**config.mk**
```make
export PLATFORM = sky130hd
export DESIGN_NAME = battleship_game_ctrl
export DESIGN_NICKNAME = d
export VERILOG_FILES = /design/src/rtl/battleship_game_ctrl.sv
export SDC_FILE = /design/constraint.sdc
export NUM_CORES = 1
export LEC_CHECK = 0
export ABC_AREA = 1
export BUFFER_PORTS_ARGS = -buffer_cell sky130_fd_sc_hd__buf_2
export CAP_MARGIN = 40
export CORE_AREA = 4 4 58 60
export CTS_CLUSTER_SIZE = 16
export DETAILED_ROUTE_END_ITERATION = 8
export DIE_AREA = 0 0 62 64
export HOLD_SLACK_MARGIN = 0.02
export PLACE_DENSITY = 0.76
export SLEW_MARGIN = 30
export SYNTH_ARGS = -nofsm -noshare
export SYNTH_HDL_FRONTEND = slang
export SYNTH_SLANG_ARGS = --single-unit
```
**constraint.sdc**
```tcl
create_clock -name clk -period 1.75 [get_ports clk]
set_clock_uncertainty 0.1 [all_clocks]
set_input_delay 0.35 -clock clk [delete_from_list [all_inputs] [get_ports clk]]
set_output_delay 0.35 -clock clk [all_outputs]
set_load 0.02 [all_outputs]
```
**src/rtl/battleship_game_ctrl.sv**
```systemverilog
// -----------------------------------------------------------------------------
// battleship_game_ctrl
// Top-level game sequencer for the two-player battleship VGA design.
// Runs ship placement for each player in turn, then alternates attack turns.
// Attacks go to the board-lookup datapath over a req/ack handshake, and the
// controller counts hits until one player reaches HIT_TARGET.
//
// Optional build macro: TURN_TIMEOUT_EN
//   Adds a per-turn timer. A turn is forfeited after TIMEOUT_CYCLES idle
//   cycles in TURN. When the macro is not defined, turn_timeout is tied to 0.
//
// Ports:
//   clk, rst                 clock and asynchronous active-high reset
//   start                    single-cycle start/restart pulse (IDLE/OVER only)
//   p1/p2_finished_placing   placement counters reached their ship count
//   fire_n                   raw active-low fire switch, asynchronous to clk
//   p1/p2_placing            placement counter enables (registered)
//   attack_req/attack_player attack request and attacker id to board lookup
//   attack_ack/attack_hit    lookup done pulse and its hit result
//   p1_hits/p2_hits          hit tallies
//   active_player            player whose turn it is
//   game_over/winner         end-of-game flag and winning player
//   state_o                  encoded FSM state for the VGA overlay
//   turn_timeout             one-cycle pulse when a turn is forfeited
// -----------------------------------------------------------------------------
module battleship_game_ctrl #(
    parameter int HIT_TARGET     = 17,
    parameter int HIT_W          = 5,
    parameter int TIMEOUT_CYCLES = 50000000
) (
    input  logic             clk,
    input  logic             rst,
    input  logic             start,
    input  logic             p1_finished_placing,
    input  logic             p2_finished_placing,
    input  logic             fire_n,
    output logic             p1_placing,
    output logic             p2_placing,
    output logic             attack_req,
    output logic             attack_player,
    input  logic             attack_ack,
    input  logic             attack_hit,
    output logic [HIT_W-1:0] p1_hits,
    output logic [HIT_W-1:0] p2_hits,
    output logic             active_player,
    output logic             game_over,
    output logic             winner,
    output logic [2:0]       state_o,
    output logic             turn_timeout
);

    typedef enum logic [2:0] {
        ST_IDLE   = 3'd0,
        ST_PLACE1 = 3'd1,
        ST_PLACE2 = 3'd2,
        ST_TURN   = 3'd3,
        ST_ATTACK = 3'd4,
        ST_OVER   = 3'd5
    } state_t;

    localparam logic [HIT_W-1:0] HIT_MAX = HIT_W'(HIT_TARGET);

    state_t           state;
    logic             fire_sync1;
    logic             fire_sync2;
    logic             fire_sync3;
    logic             fire_event;
    logic [HIT_W-1:0] attacker_next;

`ifdef TURN_TIMEOUT_EN
    localparam logic [31:0] TIMEOUT_LAST = 32'(TIMEOUT_CYCLES - 1);
    logic [31:0] turn_timer;
`endif

    // Saturating increment of a hit counter; never exceeds HIT_TARGET.
    function automatic logic [HIT_W-1:0] sat_inc(input logic [HIT_W-1:0] value);
        if (value >= HIT_MAX) begin
            return HIT_MAX;
        end else begin
            return value + HIT_W'(1);
        end
    endfunction

    // Two-flop synchroniser plus a history flop for falling-edge detection.
    // The flops clear to 0 so that a switch held low through reset cannot
    // produce a spurious event.
    always_ff @(posedge clk or posedge rst) begin
        if (rst) begin
            fire_sync1 <= 1'b0;
            fire_sync2 <= 1'b0;
            fire_sync3 <= 1'b0;
        end else begin
            fire_sync1 <= fire_n;
            fire_sync2 <= fire_sync1;
            fire_sync3 <= fire_sync2;
        end
    end

    // A high-to-low transition of the synchronised switch.
    assign fire_event = fire_sync3 & ~fire_sync2;

    // Attacker's hit count after a hit, used for both the update and the win test.
    always_comb begin
        if (attack_player) begin
            attacker_next = sat_inc(p2_hits);
        end else begin
            attacker_next = sat_inc(p1_hits);
        end
    end

    // Game sequencer with registered outputs.
    always_ff @(posedge clk or posedge rst) begin
        if (rst) begin
            state         <= ST_IDLE;
            p1_placing    <= 1'b0;
            p2_placing    <= 1'b0;
            attack_req    <= 1'b0;
            attack_player <= 1'b0;
            p1_hits       <= '0;
            p2_hits       <= '0;
            active_player <= 1'b0;
            game_over     <= 1'b0;
            winner        <= 1'b0;
            turn_timeout  <= 1'b0;
`ifdef TURN_TIMEOUT_EN
            turn_timer    <= 32'd0;
`endif
        end else begin
            turn_timeout <= 1'b0;
            case (state)
                ST_IDLE, ST_OVER: begin
                    // The counters and the winner stay frozen in OVER until a restart.
                    if (start) begin
                        state         <= ST_PLACE1;
                        p1_placing    <= 1'b1;
                        p1_hits       <= '0;
                        p2_hits       <= '0;
                        active_player <= 1'b0;
                        game_over     <= 1'b0;
                        winner        <= 1'b0;
                    end
                end
                ST_PLACE1: begin
                    if (p1_finished_placing) begin
                        state      <= ST_PLACE2;
                        p1_placing <= 1'b0;
                        p2_placing <= 1'b1;
                    end
                end
                ST_PLACE2: begin
                    if (p2_finished_placing) begin
                        state         <= ST_TURN;
                        p2_placing    <= 1'b0;
                        active_player <= 1'b0;
`ifdef TURN_TIMEOUT_EN
                        turn_timer    <= 32'd0;
`endif
                    end
                end
                ST_TURN: begin
                    // On the expiry cycle a fire event takes priority over the forfeit.
                    if (fire_event) begin
                        state         <= ST_ATTACK;
                        attack_req    <= 1'b1;
                        attack_player <= active_player;
                    end
`ifdef TURN_TIMEOUT_EN
                    else if (turn_timer == TIMEOUT_LAST) begin
                        active_player <= ~active_player;
                        turn_timer    <= 32'd0;
                        turn_timeout  <= 1'b1;
                    end else begin
                        turn_timer <= turn_timer + 32'd1;
                    end
`endif
                end
                ST_ATTACK: begin
                    if (attack_ack) begin
                        attack_req <= 1'b0;
                        if (attack_hit) begin
                            if (attack_player) begin
                                p2_hits <= attacker_next;
                            end else begin
                                p1_hits <= attacker_next;
                            end
                        end
                        if (attack_hit && (attacker_next == HIT_MAX)) begin
                            state     <= ST_OVER;
                            game_over <= 1'b1;
                            winner    <= attack_player;
                        end else begin
                            state         <= ST_TURN;
                            active_player <= ~active_player;
`ifdef TURN_TIMEOUT_EN
                            turn_timer    <= 32'd0;
`endif
                        end
                    end
                end
                default: begin
                    state      <= ST_IDLE;
                    p1_placing <= 1'b0;
                    p2_placing <= 1'b0;
                    attack_req <= 1'b0;
                    game_over  <= 1'b0;
                end
            endcase
        end
    end

    assign state_o = state;

endmodule
```
Word-level counts from Yosys, hierarchy flattened --
Cells that the tools add are included.
Storage, ports and cells: bits in registers 23, input port bits 8, output and inout bits 21, logic and storage cells 97
Cells by class: $add $sub $neg 2, order comparisons 2, equality and inequality tests 16, muxes and demuxes 38, bitwise gates (word level) 7, reductions and logical operators 19
Operators by type and width (count):
- 5-bit 2-to-1 mux | 10
- 2-bit != test (second input constant) | 10
- 5-bit case mux with 2 select lines | 2
- 5-bit AND reduction | 4
- 3-bit 2-to-1 mux | 6
- 1-bit case mux with 3 select lines | 5
- 3-bit case mux with 5 select lines | 1
- 1-bit 2-to-1 mux | 13
- 5-bit by 1-bit adder with 5-bit output (second input constant) | 2
- 5-bit greater-or-equal comparator (second input constant) | 2
- 3-bit AND reduction | 3
- 4-bit AND reduction | 2
- 4-bit OR reduction | 2
- 3-bit by 2-bit equality test with 1-bit output (second input constant) | 2
- 3-bit equality test (second input constant) | 2
- 1-bit inverter | 6
- 3-bit OR reduction | 2
- 5-bit equality test (second input constant) | 1
- 3-bit by 1-bit equality test with 1-bit output (second input constant) | 1
- 3-bit logical NOT | 1
- 3-bit nonzero test | 1
- 1-bit case mux with 2 select lines | 1
- 2-bit AND reduction | 1
- 2-bit nonzero test | 1
- 3 further kinds | 3

Logic depth before layout (Yosys ltp) --
Gate-level depths: netlist of the first run.
depth after elaboration 8, gate-level depth with buffers 13, depth with buffers taken out 13

Worst setup path before layout of the first run --
No wires, ideal clock.
kind reg2reg, from register p1_hits[0], to register winner, library setup time 117 ps, data arrival time 1504 ps, data required time 1533 ps, setup slack 29 ps, stages on the path, launching flop included 13, buffers on the path 0, period minus slack after synthesis 1721 ps, cell sequence dfrtp_1 ha_1 nor2_1 nand3_1 nand2_1 nand3_1 nand2_1 nor2_1 nand2_2 nand2_2 nand2_1 nand2_1 nand2_1
Between the ends: word-level cells in the longest chain between the ends 7, elaborated cells between the ends (all ways) 8, those cells by class 1 x add/sub; 1 x order compare; 2 x eq/ne; 2 x mux; 2 x reduce/logical
RTL lines:
- start: declaration | RTL line 43 | output logic [HIT_W-1:0] p1_hits,
- start signal: assignment | RTL line 184 | p1_hits <= attacker_next;
- 5-bit by 1-bit adder with 5-bit output / 5-bit greater-or-equal comparator (equally long branches) | RTL line 80, 77
- 5-bit 2-to-1 mux (*) | RTL line 77 | if (value >= HIT_MAX) begin
- 5-bit 2-to-1 mux (*) | RTL line 104 | if (attack_player) begin
- 5-bit equality test (*) | RTL line 187 | if (attack_hit && (attacker_next == HIT_MAX)) begin
- 1-bit logical AND (*) | RTL line 187
- 2-bit != test (no source line) (*)
- 4-bit AND reduction (no source line) (*)
- end signal: assignment | RTL line 190 | winner <= attack_player;
- end: declaration | RTL line 47 | output logic winner,
Mark *: on every way between the ends. The rest lies on a longest branch, timed or not. A chain may end at the register's enable or synchronous reset.

Final worst setup path of the first run --
from register p2_hits[1], to register active_player
Between the ends: word-level cells in the longest chain between the ends 7, elaborated cells between the ends (all ways) 8, those cells by class 1 x add/sub; 1 x order compare; 2 x eq/ne; 2 x mux; 2 x reduce/logical
RTL lines:
- start: declaration | RTL line 44 | output logic [HIT_W-1:0] p2_hits,
- start signal: assignment | RTL line 182 | p2_hits <= attacker_next;
- 5-bit by 1-bit adder with 5-bit output / 5-bit greater-or-equal comparator (equally long branches) | RTL line 80, 77
- 5-bit 2-to-1 mux (*) | RTL line 77
- 5-bit 2-to-1 mux (*) | RTL line 104
- 5-bit equality test (*) | RTL line 187
- 1-bit logical AND (*) | RTL line 187
- 2-bit != test (no source line) (*)
- 5-bit AND reduction (no source line) (*)
- end signal: assignment | RTL line 193 | active_player <= ~active_player;
- end: declaration | RTL line 45 | output logic active_player,
Marks and branches as above.

==> flow_metrics.py, run 1 <==
metrics = {
    "cells_and_area": {
        "final_common_cell": "nand2_1",
        "stdcell_area_mm2": 0.001828,
        "diodes": 0,
        "nNetsFinal": 259,
        "area_growth_pct": 23.19,
        "most-common-layout-cells": "55 x nand2_1, 28 x inv_1, 27 x buf_2, 21 x dfrtp_1, 17 x nor2_1",
        "drive_gt1_share_pct": 34.96,
    },
    "die": {
        "start_util_pct": 50.68,
        "rows": 20,
        "die_h_um": 64,
        "die-area_mm2": 0.003968,
        "die_w_um": 62,
        "core_mm2": 0.002928,
        "io_pins": 29,
    },
    "critical_path": {
        "cp-start-kind": "flip-flop",
        "timing_worst_setup_path_type": "flip-flop to flip-flop",
        "endpoint_kind": "flip-flop",
        "arrival_ns": 1.85,
        "crit_required_ns": 1.87,
        "cp_max_fo": 4,
    },
    "detailed_routing": {
        "dr.pass1.iters": 4,
        "vias_per_cell": 5.057,
        "vias": 1411,
        "wirelength_um": 3301,
        "ant_nets": 0,
        "wl_per_cell_um": 11.83,
        "drcViolationCount": 0,
        "first_iter_violations": 89,
    },
    "sta": {
        "min_period_ns": 1.727,
        "rsz0062_at_grt": "yes",
        "setup_violations": 0,
        "fmax_ghz": 0.5792,
        "hold_violations": 0,
        "period_share_pct": 98.66,
        "hold-worst-slack_ns": 0.2638,
        "finalMaxSlewViolations": 0,
    },
    "synthesis": {
        "syn_avg_cell_area_um2": 7.274,
        "synth_warnings": 0,
        "synth.distinct_cells": 28,
        "netlist_area_mm2": 0.001484,
        "syn_inst": 204,
        "synth_nets": 216,
        "ys_seq_area_share_pct": 38.79,
        "ys_ff_latch": 23,
    },
    "global_route": {
        "gr-total-overflow": 0,
        "grt_util_all_layers_pct": 17.63,
        "grt_max_degree": 24,
        "grt_pass1_vias": 1315,
        "antenna_found_initial": 0,
        "grt_pass1_wl_um": 5388,
    },
    "placed_design": {
        "port_buffers": 27,
        "place_congestion": 0.9037,
        "post-dp-hpwl_um": 2461,
        "placed_cell_area_mm2": 0.001705,
    },
    "clocking": {
        "cts.sinks": 23,
        "numCtsBuffers": 3,
        "cts_root_buf": "clkbuf_4",
        "cts_max_path_buffers": 2,
        "path_clk_slew_ns": 0.13,
        "clock_latency_ns": 0.32,
        "h-tree-depth": 1,
        "cts_tree": "yes",
    },
    "status": {
        "outcome": "completed",
    },
    "power": {
        "power_leakage_nw": 1.003,
        "p_per_area_mw_per_mm2": 1419,
        "peakVddDrop_uv": 1066,
    },
    "min_path": {
        "hold_class": "flip-flop to flip-flop",
    },
    "job": {
        "drv_cap": 0,
    },
}
-- power breakdown --
group | switching [mW] | internal (mW)
clock network | 0.168 | 0.0856
logic | 1.00 | 0.562
registers | 0.125 | 0.650
-- worst max-delay path, cell delays in order, from the launching register on --
cell and delay (ns):
dfrtp_1 0.42, inv_1 0.07, ha_2 0.17, nor2_2 0.03
nand3_1 0.09, nand2_2 0.10, nand2_2 0.11, nand3_2 0.08
nor2_4 0.14, nand2_2 0.07, buf_4 0.13, nand4_1 0.06
nand2_1 0.05
-- Yosys cell counts, drive strengths merged --
master	number	share of area, %
a22oi	1	0.51
inv	34	8.8
o211ai	2	1.0
nor3	3	1.3
nand2	69	20
nand3	16	6.1
ha	4	3.4
conb	1	0.25
o22ai	1	0.84
nor2	23	6.8
dfrtp	23	39
mux2i	1	0.67
o21ai	15	5.8
clkinv	1	0.34
buf	2	1.0
a21oi	2	1.2
or2	1	0.59
nand4	5	2.1
-- cell families after synthesis --
| family | after synthesis | synth area share, % |
|---|---|---|
| DFF | 23 | 38.79 |
| adders and majority gates | 4 | 3.373 |
| muxes | 1 | 0.6746 |
| other | 1 | 0.2527 |
| and+or+nand+nor | 117 | 37.44 |
| AOI/OAI and AO/OA | 21 | 9.359 |
| buffers and inverters | 37 | 10.12 |
-- path summary, 6_finish.rpt --
path	from	to	slack, ns	depth (start not counted)
min in group asynchronous	rst	state_o[1]	0.50	4
worst min-delay path	fire_sync1	fire_sync2	0.26	0
worst max-delay path	p2_hits[1]	active_player	0.02	12
max in group asynchronous	rst	attack_player	0.80	4
worst max register to register	p2_hits[1]	active_player	0.02	12
worst min register to register	fire_sync1	fire_sync2	0.26	0
-- metal layers --
layer  track usage (%)  share of wire [%]
met2             30.31                 50
met5                 0                  0
met4             2.918               0.97
met1             22.43                 45
met3             3.636                4.0
-- through the flow --
stage | setup TNS, ns | util, % | instances | total power [mW] | setup slack [ns]
after floorplan | 0 | - | 204 | 1.866 | 0.02863
after global placement | 0 | 58.25 | 270 | 2.259 | 0.07797
after detailed placement | 0 | 58.25 | 270 | 2.268 | 0.01372
after CTS | 0 | 59.87 | 276 | 2.535 | 0.0001783
after global routing | -0.3180 | 62.44 | 279 | 2.839 | -0.08103
final | 0 | 62.44 | 279 | 2.595 | 0.02344
-- final cells by class --
type                       count  area, um2
multi-input combinational    144      808.3
timing repair buffer          40      237.7
fill                         279       1100
sequential                    23      578.1
inverter                      35      135.1
clock buffer                   3      22.52
clock inverter                 1      5.005
tap                           33      41.29
-- repair_timing --
| action | in CTS | in global routing |
|---|---|---|
| setup buffers | 0 | 3 |
| endpoints found under the hold margin | 24 | 0 |
| resized for setup | 0 | 19 |
| setup endpoints to repair | 0 | 8 |
| hold buffers | 2 | 0 |
(Power assumes the default switching activity.)
==> inputs of run 2 (changes only) <==
Settings changed: CORE_AREA 4 4 58 60 to 4 4 76 78, DIE_AREA 0 0 62 64 to 0 0 80 82, PLACE_DENSITY 0.76 to default.
==> run 2 against run 1 <==
Effect of this change:
- non-clock buffer count shrank 5
- clock-buffer cell count increased by 1
- register-to-register slack improved by 0.05 ns
- die area up 65%
- flip-flop and latch count unchanged
- first-iteration DRC count shrank 56%
- via count down 3.9%
- wire length increased by 6.0%
- critical path type unchanged
==> flow_metrics.py, run 2 (synthesis gave the netlist of run 1 again) <==
metrics = {
    "detailed_routing": {
        "first_iter_violations": 39,
        "dr.pass1.iters": 4,
        "wirelength_um": 3498,
        "ant_nets": 0,
        "vias_per_cell": 4.360,
        "drcViolationCount": 0,
        "wl_per_cell_um": 11.25,
        "vias": 1356,
    },
    "clocking": {
        "cts_tree": "yes",
        "h-tree-depth": 1,
        "cts_root_buf": "clkbuf_8",
        "path_clk_slew_ns": 0.09,
        "cts_setup_buffers": 0,
        "cts_max_path_buffers": 2,
        "numCtsBuffers": 3,
        "cts.sinks": 23,
        "clock_latency_ns": 0.27,
    },
    "global_route": {
        "gr-total-overflow": 0,
        "grt_pass1_vias": 1366,
        "antenna_found_initial": 0,
        "grt_pass1_wl_um": 5871,
        "grt_util_all_layers_pct": 11.37,
        "grt_max_degree": 24,
    },
    "cells_and_area": {
        "multi_input_area_um2": 820.8,
        "final_common_cell": "nand2_1",
        "seqCellArea_um2": 578.1,
        "nNetsFinal": 254,
        "area_growth_pct": 25.63,
        "drive_gt1_share_pct": 34.85,
        "diodes": 0,
        "most-common-layout-cells": "51 x nand2_1, 28 x inv_1, 27 x buf_2, 21 x dfrtp_1, 17 x nor2_1",
        "fin_util_pct": 36.74,
        "fillers": 561,
        "fin_cells": 311,
        "stdcell_area_mm2": 0.001864,
    },
    "status": {
        "outcome": "completed",
    },
    "min_path": {
        "whs_path_depth": 1,
        "hold_class": "input port to flip-flop",
        "whs_endpoint": "fire_sync1",
        "hold_start": "fire_n",
    },
    "die": {
        "die_w_um": 80,
        "die_h_um": 82,
        "io_pins": 29,
        "rows": 26,
        "die-area_mm2": 0.006560,
        "start_util_pct": 29.24,
        "core_mm2": 0.005075,
    },
    "critical_path": {
        "r2r-start": "p1_hits[0]",
        "endpoint_kind": "flip-flop",
        "r2r-end": "state_o[1]",
        "cp_max_fo": 6,
        "reg2reg_slack_ns": 0.07,
        "ff2ff_path_depth": 10,
        "timing_worst_setup_path_type": "flip-flop to flip-flop",
        "crit_required_ns": 1.82,
        "cp-start-kind": "flip-flop",
        "arrival_ns": 1.75,
    },
    "sta": {
        "hold_violations": 0,
        "min_period_ns": 1.681,
        "finalMaxSlewViolations": 0,
        "fmax_ghz": 0.5950,
        "hold-worst-slack_ns": 0.08936,
        "setup_violations": 0,
        "tns_ns": 0,
        "setup_slack_ns": 0.06930,
        "period_share_pct": 96.04,
        "rsz0062_at_grt": "yes",
    },
    "placed_design": {
        "port_buffers": 27,
        "dp.cells": 306,
        "placed_cell_area_mm2": 0.001744,
        "post-place-ws_ns": -0.004122,
        "post-dp-hpwl_um": 2631,
        "place_congestion": 0.8414,
    },
    "job": {
        "drv_cap": 0,
    },
    "power": {
        "peakVddDrop_uv": 825.9,
        "p_per_area_mw_per_mm2": 1434,
        "power_leakage_nw": 0.9874,
        "p_total_mw": 2.674,
    },
}
run 2: changes by cell type in the layout (fill, tap and decap cells not counted), sizes merged:
| cell | delta |
|---|---|
| clkinv | -1 |
| buf | -4 |
| dlygate4sd3 | -1 |
| clkbuf | +1 |
run 2: layout make-up:
type	instances	area share, %
clock buffer	4	2.416
inverter	35	7.248
multi-input combinational	144	44.03
sequential	23	31.01
tap	70	4.698
timing repair buffer	35	10.60
run 2: report_power, final:
part / switching, mW / internal (mW) / leakage (nW)
clock network: 0.175 / 0.163 / 0.0228
logic: 1.02 / 0.542 / 0.663
registers: 0.124 / 0.651 / 0.302
run 2: metal layers:
layer  track usage (%)  wire length [um]  vias up
met2             19.87              1665       26
met5                 0                 0        -
met4             2.534                19        0
met1             14.19              1669      614
met3             2.741               144        2
li1                  -                 -      714
run 2: critical path, cell delays in order (launching register included):
cell and delay (ns):
dfrtp_2 0.42, ha_1 0.18, nand2_1 0.07, o211ai_1 0.23, nand2_2 0.12, nor2_4 0.15, nand2_2 0.08, nand2_2 0.08
nand2_1 0.05, nand2_1 0.05, nand2_1 0.04
run 2: what timing repair did:
item,4_1_cts,5_1_grt
gates resized for setup,1,21
pin swaps,0,7
gates cloned,0,0
endpoints found under the hold margin,23,0
setup endpoints to repair,2,12
hold buffers,1,0
run 2: how the worst max path moves through the flow:
stage                 endpoint       start  cells after the start  slack (ns)
floorplan               winner  p1_hits[0]                     12        0.03
global placement        winner  p2_hits[1]                     13        0.03
detailed placement  state_o[1]  p2_hits[1]                     13      -0.004
CTS                     winner  p2_hits[0]                     13        0.03
global route            winner  p2_hits[1]                     13       -0.09
finish              state_o[1]  p1_hits[0]                     10        0.07
